**src/rtl/sub64_pipe.sv**
```systemverilog
// Pipelined a - b - bin, one CHUNK-bit slice per stage plus an output register; latency STAGES cycles.
// Whole pipe advances only when the output register is empty or being drained.
module sub64_pipe #(
  parameter int WIDTH = 64,
  parameter int CHUNK = 16
) (
  input  logic             clk,
  input  logic             rst,
  input  logic             in_valid,
  output logic             in_ready,
  input  logic [WIDTH-1:0] a,
  input  logic [WIDTH-1:0] b,
  input  logic             bin,
  output logic             out_valid,
  input  logic             out_ready,
  output logic [WIDTH-1:0] diff,
  output logic             bout,
  output logic             zero,
  output logic             ovf
);
  localparam int STAGES = WIDTH / CHUNK;

  logic             en;
  logic             vld [STAGES];
  logic [WIDTH-1:0] sa  [STAGES];
  logic [WIDTH-1:0] sb  [STAGES];
  logic [WIDTH-1:0] sd  [STAGES];
  logic             sbr [STAGES];
  logic [CHUNK:0]   res [STAGES];

  assign en       = !out_valid || out_ready;
  assign in_ready = en && !rst;

  // Top bit of each CHUNK+1 wide result is the borrow out of that slice.
  always_comb begin
    res[0] = {1'b0, a[CHUNK-1:0]} - {1'b0, b[CHUNK-1:0]} - {{CHUNK{1'b0}}, bin};
    for (int k = 1; k < STAGES; k++) begin
      res[k] = {1'b0, sa[k-1][k*CHUNK +: CHUNK]} - {1'b0, sb[k-1][k*CHUNK +: CHUNK]}
             - {{CHUNK{1'b0}}, sbr[k-1]};
    end
  end

  always_ff @(posedge clk) begin
    if (rst) begin
      for (int k = 0; k < STAGES; k++) begin
        vld[k] <= 1'b0;
        sa[k]  <= '0;
        sb[k]  <= '0;
        sd[k]  <= '0;
        sbr[k] <= 1'b0;
      end
      out_valid <= 1'b0;
      diff      <= '0;
      bout      <= 1'b0;
      zero      <= 1'b0;
      ovf       <= 1'b0;
    end else if (en) begin
      vld[0] <= in_valid;
      if (in_valid) begin
        sa[0]            <= a;
        sb[0]            <= b;
        sd[0]            <= '0;
        sd[0][CHUNK-1:0] <= res[0][CHUNK-1:0];
        sbr[0]           <= res[0][CHUNK];
      end
      // Data registers only load behind a valid beat, so bubbles never disturb held results.
      for (int k = 1; k < STAGES; k++) begin
        vld[k] <= vld[k-1];
        if (vld[k-1]) begin
          sa[k]                    <= sa[k-1];
          sb[k]                    <= sb[k-1];
          sd[k]                    <= sd[k-1];
          sd[k][k*CHUNK +: CHUNK]  <= res[k][CHUNK-1:0];
          sbr[k]                   <= res[k][CHUNK];
        end
      end
      out_valid <= vld[STAGES-1];
      if (vld[STAGES-1]) begin
        diff <= sd[STAGES-1];
        bout <= sbr[STAGES-1];
        zero <= (sd[STAGES-1] == '0);
        ovf  <= (sa[STAGES-1][WIDTH-1] != sb[STAGES-1][WIDTH-1]) &&
                (sd[STAGES-1][WIDTH-1] != sa[STAGES-1][WIDTH-1]);
      end
    end
  end
endmodule

```
**config.mk**
```make
export PLATFORM = sky130hd
export DESIGN_NAME = sub64_pipe
export DESIGN_NICKNAME = d
export VERILOG_FILES = /design/src/rtl/sub64_pipe.sv
export SDC_FILE = /design/constraint.sdc
export NUM_CORES = 1
export LEC_CHECK = 0
export BUFFER_PORTS_ARGS = -buffer_cell sky130_fd_sc_hd__buf_2
export CORE_MARGIN = 3
export CORE_UTILIZATION = 55
export DETAILED_ROUTE_END_ITERATION = 7
export PLACE_DENSITY = 0.76
export SYNTH_ARGS = -nofsm -noshare
export SYNTH_HDL_FRONTEND = slang
export SYNTH_SLANG_ARGS = --single-unit
```
**constraint.sdc**
```tcl
create_clock -name clk -period 6 [get_ports clk]
set_input_delay 1.2 -clock clk [delete_from_list [all_inputs] [get_ports clk]]
set_output_delay 1.2 -clock clk [all_outputs]
set_load 0.03 [all_outputs]
```
==> results.py <==
metrics = {
    "critical_path": {
        "arrival_ns": 2.68,
        "slowest_stage": "nor2b_4",
        "critPathKind": "primary input to output pin",
        "crit_path_frequent_cell": "buf_2",
        "cp_top_family": "simple AND/OR/NAND/NOR gates",
        "crit_path_start_kind": "primary input",
        "path_buf_inv": 2,
        "r2r.worst_path.cells": 9,
        "cp_cell_sequence": "buf_2, nand2b_1, nor2b_4, buf_2",
        "worstPathRequired_ns": 4.80,
        "cpPeakStageDelay_ns": 0.66,
        "worst-path-max-fanout": 29,
        "r2r_start": "sa[2][48]",
        "rrSetupSlack_ns": 3.01,
        "end_kind": "output pin",
        "r2r_end": "sd[3][63]",
    },
    "grt": {
        "grt_pass1_vias": 12926,
        "antenna_found_initial": 0,
        "grt_max_degree": 111,
        "grt_use_total_pct": 20.17,
        "grt_pass1_wl_um": 63820,
        "overflow": 0,
    },
    "synthesis": {
        "ys_types": 58,
        "synth_ff_type": "edfxtp_1",
        "netlist_instances": 1774,
        "synth_edf_count": 362,
        "synth-seq-cells": 430,
        "syn_avg_cell_area_sq_um": 11.42,
        "async_flop_share_pct": 0,
        "synth_fp_nets": 2035,
        "syn_area_sq_um": 20250,
        "ys_seq_area_share_pct": 60.39,
        "ys_warn_count": 0,
    },
    "timing": {
        "fin_worst_skew_ns": 0.01628,
        "fin_crit_sh_pct": 64.64,
        "maxSlewViolCount": 0,
        "tns_ns": 0,
        "rsz0062_at_grt": "false",
        "layout_min_cycle_time_ns": 3.878,
        "layout_setup_ws_ns": 2.122,
        "max_freq_mhz": 257.9,
        "worst_pin_slew_ns": 1.031,
        "slew_headroom_pct": 31.27,
        "finalSetupViolCount": 0,
        "hold_viol_final": 0,
    },
    "routing": {
        "vias": 13296,
        "drtIter0Drc": 713,
        "wl_per_cell_um": 16.54,
        "antenna_left": 0,
        "drc": 0,
        "firstDrtPassIters": 5,
        "vias_per_cell": 5.474,
        "wl_um": 40180,
    },
    "power": {
        "powerDensity_nw_per_um2": 310.7,
        "peakVddDrop_v": 0.0002116,
        "leakagePower_nw": 10.62,
    },
    "floorplanning": {
        "ios": 202,
        "die-area_sq_um": 39160,
        "die_y_um": 197.9,
        "row_count": 69,
        "start_util_pct": 56.39,
        "die_x_um": 197.9,
        "core_area_sq_um": 35910,
    },
    "placed_design": {
        "dp_cells": 2349,
        "portBuffers": 201,
        "hpwl_um": 27300,
        "pre_cts_ws_ns": 2.143,
        "gp_routability_congestion": 0.9009,
    },
    "clock_network": {
        "ctsHoldBuffers": 0,
        "numCtsBuffers": 44,
        "postCtsSetupBuffers": 0,
        "h-tree-depth": 2,
        "cts.clk_slew.worst_paths_ns": 0.06,
        "clkLatencyLatePin_ns": 0.54,
        "cts_tree": "done",
        "clockBufferDepth": 3,
        "clockRootBuffer": "clkbuf_16",
        "cts.repair.resized": 0,
        "cts_sinks": 430,
    },
    "run": {
        "drv_cap": 0,
    },
    "min_path": {
        "holdPathEnd": "diff[0]",
        "hold_path_class": "flop to flop",
        "whs_path_depth": 2,
        "min-delay-start": "diff[0]",
    },
    "finish": {
        "final_common_cell": "edfxtp_1",
        "nets": 2195,
        "final_cell_mix": "edfxtp_1, and3_1, buf_2, inv_1, nand2_1",
        "drive_gt1_share_pct": 15.56,
        "area_growth_pct": 13.57,
        "final_cell_count_no_fill": 2429,
        "utilization_pct": 64.04,
    },
    "status": {
        "status": "completed",
    },
}
where the power goes:
part / internal (mW) / leakage (nW) / switching [mW]
Sequential: 3.44 / 4.42 / 0.0591
Clock: 1.54 / 0.693 / 1.08
Combinational: 0.399 / 5.51 / 0.624
metal layers:
layer  GRT usage, %  up-vias  part of all wire (%)
li1               -     6597                     -
met1          27.06     6269                    43
met2          34.25      349                    48
met3          2.825       81                   5.4
met4          6.579        0                   2.9
met5              0        -                     0
sequential cells by signal, summed over array words and instances, names as in the netlist:
name and count:
sbr 4, sa 97, zero 1, diff 64, vld 4, bout 1, sd 160, ovf 1
sb 97, out_valid 1
synth_stat cells (all sizes together) (7+ instances only):
| cell type | n | area (sq um) |
|---|---|---|
| inv | 199 | 747.0 |
| a31oi | 13 | 81.33 |
| nor2 | 70 | 262.8 |
| nand3 | 13 | 65.06 |
| a21o | 21 | 157.7 |
| clkbuf | 93 | 349.1 |
| edfxtp | 362 | 10870 |
| buf | 10 | 45.04 |
| nand4 | 11 | 68.82 |
| a21oi | 104 | 520.5 |
| nor4 | 18 | 112.6 |
| xor2 | 22 | 192.7 |
| fa | 8 | 160.2 |
| and3 | 293 | 1833 |
| dfxtp | 68 | 1361 |
| nand2b | 7 | 51.30 |
| nor3 | 18 | 90.09 |
| o21a | 9 | 68.82 |
| nand2 | 177 | 664.4 |
| xnor2 | 25 | 219.0 |
| ha | 120 | 1501 |
| o21ai | 29 | 145.1 |
kinds of logic (layout without fill, tap and decap cells):
group	Yosys count	count (layout)	share of synthesized area, %
AND/OR/NAND/NOR	639	639	16.64
buffers and inverters	302	495	5.634
adder cells (fa/ha/maj)	128	128	8.204
other	0	1	0
XOR/XNOR	47	47	2.032
AO/OA/AOI/OAI	224	224	6.894
multiplexers	4	4	0.2039
flip-flops	430	430	60.39
through the flow:
| step | area [sq um] | power (mW) | hold slack, ns |
|---|---|---|---|
| after global placement | 21600 | 4.559 | 0.4401 |
| after global routing | 23000 | 7.468 | 0.4677 |
| after floorplan | 20250 | 4.306 | 0.4713 |
| final | 23000 | 7.146 | 0.4502 |
| after detailed placement | 21600 | 4.581 | 0.4439 |
| after CTS | 23000 | 7.202 | 0.4519 |
worst register-to-register path, stage by stage, from the launching register on:
cell	delay, ns
edfxtp_1	0.40
fa_1	0.54
inv_1	0.05
ha_1	0.17
o21ai_0	0.18
nand3b_1	0.15
a31oi_1	0.36
o21ai_0	0.28
a2111oi_2	0.45
mux2i_1	0.25
area by class of cell:
type | instances | area (sq um)
Sequential cell | 430 | 12230
Antenna cell | 1 | 2.502
Inverter | 199 | 747.0
Tap cell | 461 | 576.8
Multi-Input combinational cell | 1042 | 6915
Fill cell | 2835 | 12910
Clock buffer | 55 | 1194
Timing Repair Buffer | 217 | 1126
Clock inverter | 24 | 207.7
how the worst max path moves through the flow:
stage,start,endpoint,slack (ns),cells past startpoint
finish,out_ready,in_ready,2.12,4
CTS,out_ready,in_ready,2.13,4
global route,out_ready,in_ready,2.05,4
detailed placement,out_ready,in_ready,2.14,4
global placement,out_ready,in_ready,2.19,4
floorplan,rst,sa[0][16],1.47,3
No activity file was read; power rests on OpenSTA's default activity.
